`config.mk`:
```
export PLATFORM = sky130hd
export DESIGN_NAME = mem_stage
export DESIGN_NICKNAME = d
export VERILOG_FILES = /design/src/rtl/mem_stage_pkg.sv /design/src/rtl/mem_load_align.sv /design/src/rtl/mem_stage.sv
export SDC_FILE = /design/constraint.sdc
export NUM_CORES = 1
export LEC_CHECK = 0
export ABC_CLOCK_PERIOD_IN_PS = 3400
export BUFFER_PORTS_ARGS = -buffer_cell sky130_fd_sc_hd__buf_2
export CAP_MARGIN = 20
export CORE_ASPECT_RATIO = 0.9
export CORE_MARGIN = 2
export CORE_UTILIZATION = 45
export CTS_BUF_LIST = sky130_fd_sc_hd__clkbuf_16
export DETAILED_ROUTE_END_ITERATION = 12
export GPL_ROUTABILITY_DRIVEN = 0
export GPL_TIMING_DRIVEN = 0
export PLACE_DENSITY = 0.75
export SYNTH_ARGS = -nofsm -noshare
export SYNTH_HDL_FRONTEND = slang
export SYNTH_SLANG_ARGS = --single-unit
```
`constraint.sdc`:
```
create_clock -name clk -period 3.4 [get_ports clk]
set_input_delay 0 -clock clk [delete_from_list [all_inputs] [get_ports clk]]
set_output_delay 0 -clock clk [all_outputs]
set_load 0.005 [all_outputs]
```
`src/rtl/mem_stage_pkg.sv`:
```
// Shared definitions for the memory stage: datapath widths and load-type encoding.
// Latency: n/a (constants and a helper function only).
// Backpressure: n/a.
package mem_stage_pkg;

   localparam int DATA_W = 32;
   localparam int REG_AW = 5;

   typedef enum logic [2:0] {
      LOAD_NONE = 3'b000,
      LD_B      = 3'b001,
      LD_H      = 3'b010,
      LD_W      = 3'b011,
      LD_BU     = 3'b100,
      LD_HU     = 3'b101
   } load_op_e;

   function automatic logic is_load(input logic [2:0] op);
      return op != LOAD_NONE;
   endfunction

endpackage

```
`src/rtl/mem_load_align.sv`:
```
// Extracts the byte/half/word selected by the low address bits and sign/zero-extends it.
// Latency: purely combinational.
// Backpressure: none (no state).
// Ports: rdata (raw 32-bit read data), addr_lo (address bits [1:0]), load_op (load type),
//        load_data (aligned, extended result; 0 when load_op is not a load).
module mem_load_align
   import mem_stage_pkg::*;
(
   input  logic [31:0] rdata,
   input  logic [1:0]  addr_lo,
   input  logic [2:0]  load_op,
   output logic [31:0] load_data
);

   logic [7:0]  byte_sel;
   logic [15:0] half_sel;

   always_comb begin
      byte_sel = rdata[7:0];
      case (addr_lo)
         2'b00:   byte_sel = rdata[7:0];
         2'b01:   byte_sel = rdata[15:8];
         2'b10:   byte_sel = rdata[23:16];
         default: byte_sel = rdata[31:24];
      endcase
      // Halfword lane chosen by bit 1 only; bit 0 is ignored (no alignment check).
      half_sel = addr_lo[1] ? rdata[31:16] : rdata[15:0];
   end

   always_comb begin
      load_data = '0;
      case (load_op)
         LD_B:    load_data = {{24{byte_sel[7]}}, byte_sel};
         LD_BU:   load_data = {24'd0, byte_sel};
         LD_H:    load_data = {{16{half_sel[15]}}, half_sel};
         LD_HU:   load_data = {16'd0, half_sel};
         LD_W:    load_data = rdata;
         default: load_data = '0;
      endcase
   end

endmodule

```
`src/rtl/mem_stage.sv`:
```
// Pipeline MEM stage: holds one instruction, waits for its data-SRAM response, forms the WB result.
// Latency: non-memory op offered to WB 1 cycle after capture; load/store offered in the data_ok cycle.
// Backpressure: valid/ready both sides; a response arriving while WB stalls is buffered until it drains.
// Ports: EX side ex_to_mem_* / o_mem_ready, SRAM response data_sram_data_ok/rdata,
//        WB side mem_to_wb_* / i_wb_ready, hazard view mem_active/mem_rf_waddr/mem_rf_we.
module mem_stage
   import mem_stage_pkg::*;
(
   input  logic        clk,
   input  logic        rst,
   input  logic        ex_to_mem_valid,
   output logic        o_mem_ready,
   input  logic [31:0] ex_to_mem_alu_result,
   input  logic [4:0]  ex_to_mem_rf_waddr,
   input  logic        ex_to_mem_rf_we,
   input  logic [31:0] ex_to_mem_pc,
   input  logic [31:0] ex_to_mem_inst,
   input  logic        ex_to_mem_mem_req,
   input  logic [2:0]  ex_to_mem_load_op,
   input  logic        data_sram_data_ok,
   input  logic [31:0] data_sram_rdata,
   output logic        mem_to_wb_valid,
   input  logic        i_wb_ready,
   output logic [31:0] mem_to_wb_rf_wdata,
   output logic [4:0]  mem_to_wb_rf_waddr,
   output logic        mem_to_wb_rf_we,
   output logic [31:0] mem_to_wb_pc,
   output logic [31:0] mem_to_wb_inst,
   output logic        mem_active,
   output logic [4:0]  mem_rf_waddr,
   output logic        mem_rf_we
);

   logic        mem_valid;
   logic        resp_pend;
   logic        resp_got;
   logic [31:0] rdata_buf;

   logic [31:0] pld_alu_result;
   logic [4:0]  pld_rf_waddr;
   logic        pld_rf_we;
   logic [31:0] pld_pc;
   logic [31:0] pld_inst;
   logic [2:0]  pld_load_op;

   logic        mem_ready_go;
   logic        capture;
   logic        leave;
   logic        rsp_take;
   logic [31:0] rdata_sel;
   logic [31:0] load_data;

   assign mem_ready_go = !resp_pend || data_sram_data_ok || resp_got;
   assign mem_to_wb_valid = mem_valid && mem_ready_go;
   assign o_mem_ready = !mem_valid || (mem_ready_go && i_wb_ready);
   assign capture = ex_to_mem_valid && o_mem_ready;
   assign leave = mem_to_wb_valid && i_wb_ready;
   // data_ok only means something while a request is outstanding; stray pulses are dropped.
   assign rsp_take = resp_pend && data_sram_data_ok;

   always_ff @(posedge clk or negedge rst) begin
      if (!rst) begin
         mem_valid <= 1'b0;
         resp_pend <= 1'b0;
         resp_got  <= 1'b0;
         rdata_buf <= '0;
      end else begin
         if (o_mem_ready) begin
            mem_valid <= ex_to_mem_valid;
         end
         // A newly captured request wins over clearing the one that is retiring this edge.
         if (capture) begin
            resp_pend <= ex_to_mem_mem_req;
         end else if (rsp_take) begin
            resp_pend <= 1'b0;
         end
         if (leave) begin
            resp_got  <= 1'b0;
            rdata_buf <= '0;
         end else if (rsp_take && !i_wb_ready) begin
            resp_got  <= 1'b1;
            rdata_buf <= data_sram_rdata;
         end
      end
   end

   always_ff @(posedge clk or negedge rst) begin
      if (!rst) begin
         pld_alu_result <= '0;
         pld_rf_waddr   <= '0;
         pld_rf_we      <= 1'b0;
         pld_pc         <= '0;
         pld_inst       <= '0;
         pld_load_op    <= LOAD_NONE;
      end else if (capture) begin
         pld_alu_result <= ex_to_mem_alu_result;
         pld_rf_waddr   <= ex_to_mem_rf_waddr;
         pld_rf_we      <= ex_to_mem_rf_we;
         pld_pc         <= ex_to_mem_pc;
         pld_inst       <= ex_to_mem_inst;
         pld_load_op    <= ex_to_mem_load_op;
      end
   end

   // Once buffered, the live SRAM bus may change; keep presenting the captured word.
   assign rdata_sel = resp_got ? rdata_buf : data_sram_rdata;

   mem_load_align u_align (
      .rdata     (rdata_sel),
      .addr_lo   (pld_alu_result[1:0]),
      .load_op   (pld_load_op),
      .load_data (load_data)
   );

   assign mem_to_wb_rf_wdata = is_load(pld_load_op) ? load_data : pld_alu_result;
   assign mem_to_wb_rf_waddr = pld_rf_waddr;
   assign mem_to_wb_rf_we    = pld_rf_we;
   assign mem_to_wb_pc       = pld_pc;
   assign mem_to_wb_inst     = pld_inst;

   assign mem_active   = mem_valid;
   assign mem_rf_waddr = mem_valid ? pld_rf_waddr : 5'd0;
   assign mem_rf_we    = mem_valid && pld_rf_we;

endmodule
```
# Yosys cells after proc, flatten, opt, wreduce, memory -nomap -nowiden
# Cells that the tools add are included.
totals:
  regBits: 140
  latchBits: 0
  ramBits: 0
  mem_bits_ro: 0
  in_bits: 143
  wordCells: 46
  mem_count: 0
op_classes:
  n_addsub: 0
  multipliers: 0
  div_mod_pow: 0
  magnitude_cmp: 0
  n_eq_ne: 7
  shift: 0
  mux: 12
  n_bitwise: 0
  reduce_logical: 17
op_table:
  columns: ["operator", "count"]
  rows:
  - ["one-hot mux 32 bit (5 select lines)", 1]
  - ["two-way mux 32 bit", 4]
  - ["one-hot mux 8 bit (3 select lines)", 1]
  - ["two-way mux 16 bit", 1]
  - ["logical AND 1 bit", 7]
  - ["== test 3 x 2 -> 1 bit, second input constant", 2]
  - ["== test 3 bit, second input constant", 2]
  - ["two-way mux 5 bit", 1]
  - ["two-way mux 1 bit", 4]
  - ["nonzero test 2 bit", 2]
  - ["== test 3 x 1 -> 1 bit, second input constant", 1]
  - ["logical NOT 1 bit", 3]
  - ["logical OR 1 bit", 3]
  - ["nonzero test 3 bit", 1]
  - ["== test 2 x 1 -> 1 bit, second input constant", 1]
  - ["== test 2 bit, second input constant", 1]
  - ["logical NOT 2 bit", 1]

# Depth between registers and ports, before layout
# Gate-level depths: netlist (run 1).
logic_depth:
  ltp_word: 7
  depth_mapped: 8

# Hierarchy
# A second synthesis (run 1) with hierarchy kept.
hier_totals:
  hier_cells: 630
  hier_area_um2: 7669.9
by_module_without_submodules:
  columns: ["module", "instances", "cells_each", "area_per_inst_um2", "seq_area_each_um2"]
  rows:
  - ["mem_stage", 1, 458, 6438.7, 3503.4]
  - ["mem_load_align", 1, 172, 1231.2, 0.0]

# Least setup slack after synthesis (run 1)
# Ideal clock, no wire load.
synth_timing:
  path_kind: "reg2out"
  start: "register resp_got"
  end: "output port mem_to_wb_rf_wdata[11]"
  arrival_time_ns: 1.824
  required_time_ns: 3.400
  path_slack_ns: 1.576
  stages_incl_launch_ff: 7
  path_buffers: 3
  path_cell_list: "dfrtp_1 buf_6 buf_2 buf_1 mux2_2 a222oi_1 nand2_1"
synth_between:
  elab_chain_len: 4
  word_cells_on_any_way: 5
  classes_between: "mux (5)"
synth_rtl:
  columns: ["item", "line", "text"]
  rows:
  - ["from (decl)", "mem_stage.sv:36", "logic resp_got;"]
  - ["from (signal assigned)", "mem_stage.sv:65", "resp_got <= 1'b0;"]
  - ["from (signal assigned)", "mem_stage.sv:78", "resp_got <= 1'b0;"]
  - ["from (signal assigned)", "mem_stage.sv:81", "resp_got <= 1'b1;"]
  - ["two-way mux 32 bit (*)", "mem_stage.sv:106", "assign rdata_sel = resp_got ? rdata_buf : data_sram_rdata;"]
  - ["one-hot mux 8 bit (3 select lines) / two-way mux 16 bit (equally long branches)", "mem_load_align.sv:20, mem_load_align.sv:27", null]
  - ["one-hot mux 32 bit (5 select lines) (*)", "mem_load_align.sv:32", "case (load_op)"]
  - ["two-way mux 32 bit (*)", "mem_stage.sv:115", "assign mem_to_wb_rf_wdata = is_load(pld_load_op) ? load_data : pld_alu_result;"]
  - ["to (decl)", "mem_stage.sv:24", "output logic [31:0] mem_to_wb_rf_wdata,"]
# Every way passes the cells marked *; elsewhere a longest branch is shown, timed or not.

# Worst setup path after layout (run 1)
# Same ends and word-level chain as after synthesis.

==> metrics, run 1 <==
combinational family with the most area after synthesis multiplexers; share of final-layout standard cells stronger than drive strength 1 36.4%; Boundary Pins 254; final total negative setup slack 0 ns; signed area change from the synthesized netlist to the final layout 55.5%; sink of the worst hold path resp_pend; depth of the worst hold-timing path 3; clock sinks 140; Worst Hold Launch data_sram_data_ok; standard-cell row count 41; warning count from the yosys run 0; XOR/XNOR Fraction of Synth Area 0.136%; Bufs on Longest Clock Path 2; number of setup violations in the final report 0; post-synthesis instance total 464; Post-Route Utilization 71.5%; post-route clock period utilization 82.0%; Largest stage delay, worst path 0.55 ns; final max-slew violation count 0; outcome complete, no violations; number of cells upsized or downsized after cts 0; arrival time at the worst endpoint 2.79 ns; count of state elements after synthesis 140; total global-route track usage 28.4%; Crit Path Category flop to primary output; post-layout minimum cycle time 2.79 ns; later-pin clock latency in the skew report 0.42 ns; net count after synthesis 607; number of buffers inserted during clock tree synthesis 17; flip-flop and latch area 3500 sq um; fillcell total 942; RSZ-0062 raised after global routing no; DIE WIDTH 130 um; worst r2r path cells 8; number of antenna violations at the first check in global routing 0; cell area after technology mapping 6440 sq um; pre-CTS worst setup slack 1.07 ns; starting density of the core 46.0%; worst reg-to-reg setup slack 1.10 ns; die area 15300 sq um; routed length per instance 19.3 um; total vias in the final route 5851; count of port buffers added during placement 253; diode insertion count for antenna repair 0; Max-cap violations 0; leakage power figure 4.75 nW; Slew Limit Headroom 36.1%; core area 14000 sq um; capture point of the worst reg-to-reg path pld_alu_result[11]; Chip Height 118 um; postcts setup bufs 0; detailed-routing iteration count for the pre-antenna-repair pass 6; Unique masters post-synth 37; Worst Clk Skew 0.0146 ns; min-delay worst type input pin to flop; post-synthesis share of cell area spent on and, or, nand and nor gates 4.41%; cell breakdown of the critical path buf_6 -> buf_2 -> buf_1 -> mux2_2 -> a222oi_1 -> nand2_1 -> buf_2; maximum fanout count along the critical path 10; slew at the pin closest to its max-slew limit 0.957 ns; area of the multi-input gates 2760 sq um; post-route DRC violation count 0; maximum resistive drop on vdd 0.365 mV; origin of the critical flop-to-flop path resp_got; multiplexer area fraction after synthesis 27.0%; TritonCTS clock tree done; crit path launch type flop; adder and majority gate portion of the synthesized area 0%; CTS H-tree depth 4; GRT overflow 0; per-cell via count in the routed design 5.39; share of synthesized area occupied by flip-flops and latches 54.4%; Critical Path Most Common Cell sky130_fd_sc_hd__buf_2; cell at the root of the clock tree sky130_fd_sc_hd__clkbuf_16; per-instance average area after synthesis 13.9 sq um; fraction of the mapped netlist area in compound gates 11.3%; standard cell with the maximum stage delay on the critical path sky130_fd_sc_hd__buf_1; Clock transition at path regs 0.06 ns; detailed-placement wirelength estimate 13.7 mm; global-route wire length before repair 33.1 mm; final worst slack 0.612 ns; via count of the first global-routing pass 6330; Worst Path Required 3.40 ns; pin count of the biggest net entering global routing 82; Detailed Route WL 21.0 mm; power density relative to cell area 536 nW/um^2; max frequency 0.359 GHz; crit end category primary output; count of nets left with antenna violations after detail routing 0; Final Net Count 1023; Final Hold Viols 0; DR iter-0 viols 430
[logic make-up (layout without fill, tap and decap cells)]
family                    after synthesis  in the layout
muxes                                 147            147
and+or+nand+nor                        52             52
xor gates and xnor gates                1              1
AOI/OAI and AO/OA                      84             84
DFF                                   140            140
buffers and inverters                  40            469
[worst max path at each step]
stage                                        end  cells after the start            from  slack [ns]
after detailed placement      pld_alu_result[11]                      8        resp_got        1.07
after floorplan           mem_to_wb_rf_wdata[11]                      6        resp_got        1.58
after global placement           mem_to_wb_pc[7]                      1             rst        0.50
final                     mem_to_wb_rf_wdata[11]                      7        resp_got        0.61
after global routing       mem_to_wb_rf_wdata[7]                      8  pld_load_op[0]        0.50
after CTS                 mem_to_wb_rf_wdata[11]                      7        resp_got        0.65
[cell type report]
class,count,area share (%)
timing repair buffer,397,27.3
buffer,38,1.74
tap,193,2.41
inverter,2,0.0750
sequential,140,35.0
multi-input combinational,284,27.5
clock inverter,15,1.75
clock buffer,17,4.25
[metrics by stage]
| step | cells | total power [mW] | area, sq um | hold slack [ns] |
|---|---|---|---|---|
| after floorplan | 464 | 2.73 | 6440 | -0.296 |
| after global placement | 910 | 3.29 | 7950 | 0.204 |
| after detailed placement | 911 | 3.35 | 7980 | 0.0103 |
| after CTS | 1086 | 5.36 | 10000 | 0.00509 |
| after global routing | 1086 | 5.61 | 10000 | 0.0334 |
| final | 1086 | 5.36 | 10000 | 0.0228 |
[power breakdown]
part / internal [mW] / total (mW) / switching [mW]
registers: 1.92 / 2.08 / 0.163
logic: 0.741 / 1.42 / 0.676
clock network: 1.15 / 1.87 / 0.719
total: 3.81 / 5.36 / 1.56
[registers in the layout, summed over array words and instances (netlist names)]
signal,flops
mem_to_wb_inst,32
mem_to_wb_pc,32
pld_alu_result,32
rdata_buf,32
mem_to_wb_rf_waddr,5
pld_load_op,3
mem_active,1
mem_to_wb_rf_we,1
resp_got,1
resp_pend,1
[cell usage in the layout, fill, tap and decap left out, types with 8 or more instances in the layout]
master and n:
sky130_fd_sc_hd__a211o_1 8, sky130_fd_sc_hd__a221o_1 8, sky130_fd_sc_hd__a222oi_1 9, sky130_fd_sc_hd__a22o_1 33, sky130_fd_sc_hd__and2_1 9, sky130_fd_sc_hd__buf_2 265
sky130_fd_sc_hd__clkbuf_1 22, sky130_fd_sc_hd__clkbuf_16 17, sky130_fd_sc_hd__dfrtp_1 140, sky130_fd_sc_hd__dlygate4sd3_1 143, sky130_fd_sc_hd__mux2_1 112, sky130_fd_sc_hd__mux2_2 11
sky130_fd_sc_hd__mux2i_1 15, sky130_fd_sc_hd__mux4_2 9, sky130_fd_sc_hd__nand2_1 12, sky130_fd_sc_hd__nor2b_1 12
[Yosys cell counts]
master	n	area, sq um
sky130_fd_sc_hd__mux2_2	11	124
sky130_fd_sc_hd__o21ai_1	2	10.0
sky130_fd_sc_hd__a221oi_1	1	8.76
sky130_fd_sc_hd__or2_1	2	12.5
sky130_fd_sc_hd__inv_1	1	3.75
sky130_fd_sc_hd__mux2i_1	15	150
sky130_fd_sc_hd__inv_2	1	3.75
sky130_fd_sc_hd__a22o_1	33	289
sky130_fd_sc_hd__nor3_1	2	10.0
sky130_fd_sc_hd__buf_6	2	22.5
sky130_fd_sc_hd__buf_1	1	3.75
sky130_fd_sc_hd__nor3b_1	1	7.51
sky130_fd_sc_hd__nor2_1	5	18.8
sky130_fd_sc_hd__a21oi_1	4	20.0
sky130_fd_sc_hd__mux4_2	9	203
sky130_fd_sc_hd__buf_2	13	65.1
sky130_fd_sc_hd__a221o_1	8	80.1
sky130_fd_sc_hd__and3_1	1	6.26
sky130_fd_sc_hd__nand3b_1	1	7.51
sky130_fd_sc_hd__a22oi_1	7	52.6
sky130_fd_sc_hd__and2_1	9	56.3
sky130_fd_sc_hd__nor2b_1	12	75.1
sky130_fd_sc_hd__a211o_1	8	70.1
sky130_fd_sc_hd__o221ai_1	7	61.3
sky130_fd_sc_hd__o22ai_1	1	6.26
sky130_fd_sc_hd__a21oi_4	1	16.3
sky130_fd_sc_hd__o21ai_0	1	5.00
sky130_fd_sc_hd__nand2_1	12	45.0
sky130_fd_sc_hd__o21ai_2	2	17.5
sky130_fd_sc_hd__dfrtp_1	140	3500
sky130_fd_sc_hd__xnor2_1	1	8.76
sky130_fd_sc_hd__clkbuf_1	22	82.6
sky130_fd_sc_hd__nand2b_1	5	31.3
sky130_fd_sc_hd__a222oi_1	9	90.1
sky130_fd_sc_hd__mux2_1	112	1260
sky130_fd_sc_hd__nand3_1	1	5.00
sky130_fd_sc_hd__and2_4	1	8.76
[critical path: cells and delay by family (launching register included)]
kind                   cells  cell delay (ns)
AO/OA/AOI/OAI              1             0.33
multiplexers               1             0.42
flip-flops                 1             0.36
buffers and inverters      4             1.16
AND/OR/NAND/NOR            1             0.11
[metal layers]
metal	global-route usage (%)	wire length [um]	up-vias
met2	46.9	10500	324
li1	-	-	2591
met5	0	0	-
met3	9.45	2100	39
met1	34.9	7910	2897
met4	9.95	464	0
[timing repair]
action / 4_1_cts / 5_1_grt
hold buffers: 143 / 0
setup endpoints to repair: 0 / 0
endpoints found under the hold margin: 199 / 0
Note: power is estimated with default switching activity, not from simulation.
==> run 2: changes to the inputs <==
--- a/config.mk
+++ b/config.mk
@@ -5,17 +5,17 @@
 export SDC_FILE = /design/constraint.sdc
 export NUM_CORES = 1
 export LEC_CHECK = 0
-export ABC_CLOCK_PERIOD_IN_PS = 3400
+export ABC_CLOCK_PERIOD_IN_PS = 2300
 export BUFFER_PORTS_ARGS = -buffer_cell sky130_fd_sc_hd__buf_2
 export CAP_MARGIN = 20
 export CORE_ASPECT_RATIO = 0.9
 export CORE_MARGIN = 2
-export CORE_UTILIZATION = 45
+export CORE_UTILIZATION = 44
 export CTS_BUF_LIST = sky130_fd_sc_hd__clkbuf_16
 export DETAILED_ROUTE_END_ITERATION = 12
 export GPL_ROUTABILITY_DRIVEN = 0
 export GPL_TIMING_DRIVEN = 0
-export PLACE_DENSITY = 0.75
+export PLACE_DENSITY = 0.76
 export SYNTH_ARGS = -nofsm -noshare
 export SYNTH_HDL_FRONTEND = slang
 export SYNTH_SLANG_ARGS = --single-unit
==> constraint.sdc (replaced) <==
create_clock -name clk -period 2.3 [get_ports clk]
set_input_delay 0 -clock clk [delete_from_list [all_inputs] [get_ports clk]]
set_output_delay 0 -clock clk [all_outputs]
set_load 0.005 [all_outputs]
==> run 2 against run 1 <==
  * Sequential share of layout area fell by 0.78 points
  * Final area rose by 2.3%
  * Combinational power rose by 56%
  * Die area rose by 2.2%
  * Non-clock buffer count rose by 3
  * Clock skew fell by 0.0059 ns
  * Via count rose by 0.15%
  * The flow now finishes with violations (setup timing)
  * Wire length rose by 1.7%
  * Core utilization rose by 0.84 points
  * Highest routed layer unchanged
  * First-iteration DRC count rose by 10%
  * Hold slack got worse by 0.0046 ns
  * Largest cell class unchanged
  * Setup slack got worse by 0.74 ns
==> metrics, run 2 (synthesized netlist as in run 1, its figures left out) <==
Slew Limit Headroom 57.0%; maximum resistive drop on vdd 0.550 mV; total vias in the final route 5860; slew at the pin closest to its max-slew limit 0.643 ns; Boundary Pins 254; later-pin clock latency in the skew report 0.42 ns; crit end category primary output; part of the power in combinational logic 26.7%; total global-route track usage 27.7%; Chip Height 119 um; Clock transition at path regs 0.06 ns; outcome finished with violations; leakage power figure 4.88 nW; diode insertion count for antenna repair 0; most used cells in the layout excluding fill and tap cells 262 x sky130_fd_sc_hd__buf_2, 143 x sky130_fd_sc_hd__dlygate4sd3_1, 140 x sky130_fd_sc_hd__dfrtp_1; via count of the first global-routing pass 6367; global-route wire length before repair 33.5 mm; die area 15600 sq um; Switching Fraction 28.4%; post-route clock period utilization 106%; routing usage on met1 32.8%; Internal Power 5.94 mW; origin of the critical flop-to-flop path resp_got; max frequency 0.411 GHz; final max-slew violation count 0; pin count of the biggest net entering global routing 77; Crit Path Category flop to primary output; power density relative to cell area 810 nW/um^2; cell at the root of the clock tree sky130_fd_sc_hd__clkbuf_16; DR iter-0 viols 474; detailed-routing iteration count for the pre-antenna-repair pass 7; TritonCTS clock tree done; routed length per instance 19.6 um; core area 14200 sq um; met2 routing resource usage after global routing 46.7%; count of port buffers added during placement 253; post-layout minimum cycle time 2.43 ns; number of antenna violations at the first check in global routing 0; timing startpoint of the critical path resp_got; final worst slack -0.132 ns; GRT overflow 0; Final Net Count 1026; Max-cap violations 0; per-cell via count in the routed design 5.38; DIE WIDTH 132 um; maximum fanout count along the critical path 5; number of setup violations in the final report 21; Worst Path Required 2.30 ns; Worst Clk Skew 0.00868 ns; Worst Hold Launch data_sram_data_ok; Final Hold Viols 0; crit path launch type flop; share of final-layout standard cells stronger than drive strength 1 39.6%; Sw Pwr 2.36 mW; most common cell after layout, fill and taps aside sky130_fd_sc_hd__buf_2; standard-cell row count 41; Detailed Route WL 21.3 mm; Sequential Power Share 37.2%; violations in the final reports setup timing; starting density of the core 45.5%; CTS H-tree depth 4; number of buffers inserted during clock tree synthesis 17; Bufs on Longest Clock Path 2; min-delay worst type input pin to flop; post-route DRC violation count 0; M3 GR Usage 9.61%; RSZ-0062 raised after global routing yes; clock sinks 140; signed area change from the synthesized netlist to the final layout 59.0%; minimum hold slack 0.0182 ns; count of nets left with antenna violations after detail routing 0; detailed-placement wirelength estimate 14.1 mm; Power, Total 8.30 mW; global-route layer with the greatest usage met2; arrival time at the worst endpoint 2.43 ns; part of the power in the clock network 36.2%
[run 2: cell types whose count changed in the layout (fill, tap and decap cells not counted), sizes merged]
| cell | change |
|---|---|
| clkinv | +1 |
| buf | +7 |
| clkinvlp | -5 |
| clkbuf | -4 |
| inv | +2 |
| bufinv | +2 |
[run 2: worst max-delay path: stages, from the launching register on]
cell	delay, ns
sky130_fd_sc_hd__dfrtp_1	0.34
sky130_fd_sc_hd__buf_6	0.12
sky130_fd_sc_hd__mux4_2	0.56
sky130_fd_sc_hd__and2_4	0.20
sky130_fd_sc_hd__a21oi_4	0.15
sky130_fd_sc_hd__o21ai_4	0.12
sky130_fd_sc_hd__buf_6	0.15
sky130_fd_sc_hd__a221o_1	0.25
sky130_fd_sc_hd__buf_2	0.13
[run 2: metal layers]
| layer | wire (um) | part of all wire, % |
|---|---|---|
| met5 | 0 | 0 |
| met4 | 666 | 3.1 |
| met3 | 2000 | 9.3 |
| met2 | 10600 | 50 |
| met1 | 8090 | 38 |
[run 2: power groups by stage]
| stage | clock network [mW] | registers (mW) | logic [mW] |
|---|---|---|---|
| floorplan | 0 | 3.06 | 0.984 |
| global placement | 0 | 3.06 | 1.81 |
| detailed placement | 0 | 3.09 | 1.86 |
| CTS | 3.05 | 3.06 | 2.13 |
| global route | 3.16 | 3.12 | 2.37 |
| finish | 3.00 | 3.08 | 2.21 |
[run 2: cell type report]
| cell class | instances | area [sq um] |
|---|---|---|
| buffer | 34 | 205 |
| clock buffer | 17 | 425 |
| clock inverter | 15 | 223 |
| fill | 973 | 3910 |
| inverter | 2 | 7.51 |
| multi-input combinational | 284 | 2830 |
| sequential | 140 | 3500 |
| tap | 193 | 241 |
| timing repair buffer | 404 | 2810 |
[run 2: stage by stage]
stage               TNS [ns]  util (%)  setup WS (ns)  cell area [sq um]  std cells
CTS                    -1.98      71.8         -0.117              10200       1087
global route           -3.10      72.4         -0.185              10200       1089
finish                 -1.83      72.4         -0.132              10200       1089
floorplan                  0         -          0.476               6440        464
detailed placement    -0.402      56.4        -0.0523               7980        911
global placement      -86.08      56.2         -0.626               7950        910
[run 2: worst paths after layout]
kind	end	slack [ns]	cells past startpoint
worst max-delay path	mem_to_wb_rf_wdata[30]	-0.13	8
worst min-delay path	resp_pend	0.02	3
worst max register to register	pld_alu_result[15]	0.13	9
worst min register to register	mem_to_wb_pc[24]	0.48	1
max in group asynchronous	mem_to_wb_inst[28]	1.36	3
min in group asynchronous	pld_alu_result[12]	0.15	2
[run 2: what timing repair did]
action	CTS	global route
gates resized for setup	21	20
buffers inserted	3	3
hold buffers	143	0
pin swaps	1	4
cloned	1	0
endpoints found under the hold margin	204	0
endpoints found under the setup margin	53	57
==> run 3: changes to the inputs <==
--- a/config.mk
+++ b/config.mk
@@ -5,17 +5,18 @@
 export SDC_FILE = /design/constraint.sdc
 export NUM_CORES = 1
 export LEC_CHECK = 0
+export ABC_AREA = 1
 export ABC_CLOCK_PERIOD_IN_PS = 2300
 export BUFFER_PORTS_ARGS = -buffer_cell sky130_fd_sc_hd__buf_2
 export CAP_MARGIN = 20
 export CORE_ASPECT_RATIO = 0.9
 export CORE_MARGIN = 2
-export CORE_UTILIZATION = 44
+export CORE_UTILIZATION = 45
 export CTS_BUF_LIST = sky130_fd_sc_hd__clkbuf_16
 export DETAILED_ROUTE_END_ITERATION = 12
 export GPL_ROUTABILITY_DRIVEN = 0
 export GPL_TIMING_DRIVEN = 0
-export PLACE_DENSITY = 0.76
+export PLACE_DENSITY = 0.77
 export SYNTH_ARGS = -nofsm -noshare
 export SYNTH_HDL_FRONTEND = slang
 export SYNTH_SLANG_ARGS = --single-unit
==> run 3 against run 2 <==
  * The run now ends clean
  * Wire length rose by 22%
  * Via count rose by 36%
  * Combinational power rose by 22%
  * Clock-buffer cell count did not move
  * Cell count rose by 38%
  * Non-clock buffer count rose by 13
  * First-iteration DRC count rose by 84%
  * Critical path type unchanged
  * Critical endpoint is now mem_to_wb_rf_wdata[3]
  * Largest cell class unchanged
  * Highest routed layer unchanged
==> metrics, run 3 <==
outcome complete, no violations; Detailed Route WL 26.0 mm; most frequent cell after synthesis sky130_fd_sc_hd__nand2_1; non-filler cells, final 1508; global-route wire length before repair 41.0 mm; total global-route track usage 33.0%; global-route layer with the greatest usage met2; DR iter-0 viols 873; per-instance average area after synthesis 7.70 sq um; Slew Limit Headroom 62.6%; number of buffers inserted during clock tree synthesis 17; starting density of the core 46.1%; Crit Path Category flop to primary output; fraction of post-synthesis cell area in the top cell type by area 51.5%; dominant cell type by area after synthesis sky130_fd_sc_hd__dfrtp_1; most common cell after layout, fill and taps aside sky130_fd_sc_hd__nand2_1; warning count from the yosys run 0; cell area after technology mapping 6800 sq um; post-layout minimum cycle time 2.20 ns; share of final-layout standard cells stronger than drive strength 1 26.0%; most used cells in the layout excluding fill and tap cells 379 x sky130_fd_sc_hd__nand2_1, 274 x sky130_fd_sc_hd__buf_2, 141 x sky130_fd_sc_hd__dlygate4sd3_1; count of port buffers added during placement 253; GRT overflow 0; leakage power figure 5.62 nW; DIE WIDTH 134 um; detailed-routing iteration count for the pre-antenna-repair pass 5; core area 14800 sq um; later-pin clock latency in the skew report 0.44 ns; Power, Total 8.76 mW; Max-cap violations 0; count of state elements after synthesis 140; share of synthesized area occupied by flip-flops and latches 51.5%; TritonCTS clock tree done; post-route DRC violation count 0; clock sinks 140; instance count after placement with tap cells included 1336; arrival time at the worst endpoint 2.20 ns; routing usage on met1 40.8%; leading post-synthesis cells by instance count 379 x sky130_fd_sc_hd__nand2_1, 140 x sky130_fd_sc_hd__dfrtp_1, 110 x sky130_fd_sc_hd__nand3_1; net count after synthesis 1027; Bufs on Longest Clock Path 2; Final Hold Viols 0; Top FF cell, synth sky130_fd_sc_hd__dfrtp_1; number of flops mapped to enable cells by yosys 0; Worst Clk Skew 0.0158 ns; Async S/R FF share, synth 100%; pin count of the biggest net entering global routing 95; detailed-placement wirelength estimate 16.6 mm; pre-CTS worst setup slack 0.452 ns; Worst Path Required 2.30 ns; min-delay worst type input pin to flop; maximum resistive drop on vdd 0.584 mV; crit end category primary output; Clock transition at path regs 0.06 ns; crit path launch type flop; post-synthesis instance total 884; routed length per instance 17.3 um; die area 16100 sq um; power density relative to cell area 846 nW/um^2; Synth area leaders sky130_fd_sc_hd__dfrtp_1 51%, sky130_fd_sc_hd__nand2_1 21%, sky130_fd_sc_hd__nand3_1 8.1%; M3 GR Usage 8.89%; CTS H-tree depth 4; slew at the pin closest to its max-slew limit 0.558 ns; count of nets left with antenna violations after detail routing 0; number of setup violations in the final report 0; diode insertion count for antenna repair 0; signed area change from the synthesized netlist to the final layout 52.1%; Post-Route Utilization 70.1%; cell at the root of the clock tree sky130_fd_sc_hd__clkbuf_16; maximum fanout count along the critical path 10; RSZ-0062 raised after global routing yes; final worst slack 0.101 ns; Chip Height 121 um; met2 routing resource usage after global routing 53.6%; Boundary Pins 254; total vias in the final route 7948; Final Net Count 1440; via count of the first global-routing pass 7886; post-route clock period utilization 95.6%; per-cell via count in the routed design 5.27; final max-slew violation count 0; final total negative setup slack 0 ns; standard-cell row count 42; number of antenna violations at the first check in global routing 0; Unique masters post-synth 23; max frequency 0.455 GHz
-- run 3: cell types whose count changed after synthesis, moves of 11 or more --
cell	delta
sky130_fd_sc_hd__o21ai_0	+66
sky130_fd_sc_hd__mux2_2	-11
sky130_fd_sc_hd__nor2b_1	-12
sky130_fd_sc_hd__mux2i_1	-15
sky130_fd_sc_hd__mux2_1	-112
sky130_fd_sc_hd__inv_1	+46
sky130_fd_sc_hd__nand3_1	+109
sky130_fd_sc_hd__nand2_1	+367
sky130_fd_sc_hd__nand4_1	+33
sky130_fd_sc_hd__a22o_1	-33
-- run 3: metal layers --
layer	part of all wire (%)	vias to the layer above
li1	-	3678
met1	40	3747
met2	47	418
met3	7.7	105
met4	5.2	0
met5	0	-
-- run 3: critical path, stage by stage (launching register included) --
cell                      delay [ns]
sky130_fd_sc_hd__dfrtp_1        0.40
sky130_fd_sc_hd__buf_4          0.17
sky130_fd_sc_hd__buf_2          0.17
sky130_fd_sc_hd__o21ai_0        0.35
sky130_fd_sc_hd__nand2_1        0.11
sky130_fd_sc_hd__o21ai_0        0.13
sky130_fd_sc_hd__nand2_1        0.12
sky130_fd_sc_hd__nand4_1        0.17
sky130_fd_sc_hd__buf_2          0.15
-- run 3: layout make-up --
| cell class | count | area, sq um |
|---|---|---|
| fillers | 1126 | 4420 |
| flip-flops and latches | 140 | 3500 |
| multi-input cells | 636 | 2790 |
| repair buffers | 395 | 2710 |
| clock buffers | 17 | 425 |
| plain buffers | 56 | 313 |
| well taps | 198 | 248 |
| inverters | 51 | 191 |
| clock inverters | 15 | 166 |
-- run 3: kinds of logic after synthesis --
kind of cell | count (synthesis) | share of synthesized area (%)
and+or+nand+nor | 555 | 35.0
DFF | 140 | 51.5
buffers and inverters | 108 | 7.47
AOI/OAI and AO/OA | 81 | 6.03
-- run 3: repair_timing --
| action | in CTS | in global routing |
|---|---|---|
| buffers inserted | 0 | 0 |
| hold buffers | 141 | 0 |
| hold endpoints to repair | 242 | 0 |
| endpoints found under the setup margin | 2 | 2 |
| gates resized for setup | 0 | 1 |
-- run 3: where the power goes --
group          total (mW)  switching (mW)  internal, mW
Clock                2.80            1.25          1.55
Sequential           3.26           0.327          2.94
Combinational        2.70            1.60          1.10
-- run 3: worst paths after layout --
path	startpoint	end	slack, ns	cells after the start
hold reg to reg	mem_to_wb_inst[5]	mem_to_wb_inst[5]	0.47	2
hold / removal	ex_to_mem_valid	pld_load_op[2]	0.07	5
max in group asynchronous	rst	mem_to_wb_inst[28]	1.42	3
setup / recovery	resp_got	mem_to_wb_rf_wdata[3]	0.10	8
setup reg to reg	resp_got	resp_pend	0.19	8
min in group asynchronous	rst	rdata_buf[23]	0.08	2
-- run 3: through the flow --
step / hold slack [ns] / cell area [sq um]
2_1_floorplan: -0.296 / 6800
5_1_grt: 0.0855 / 10400
6_report: 0.0722 / 10400
3_3_place_gp: 0.228 / 8320
4_1_cts: 0.0638 / 10400
3_5_place_dp: -0.0366 / 8350
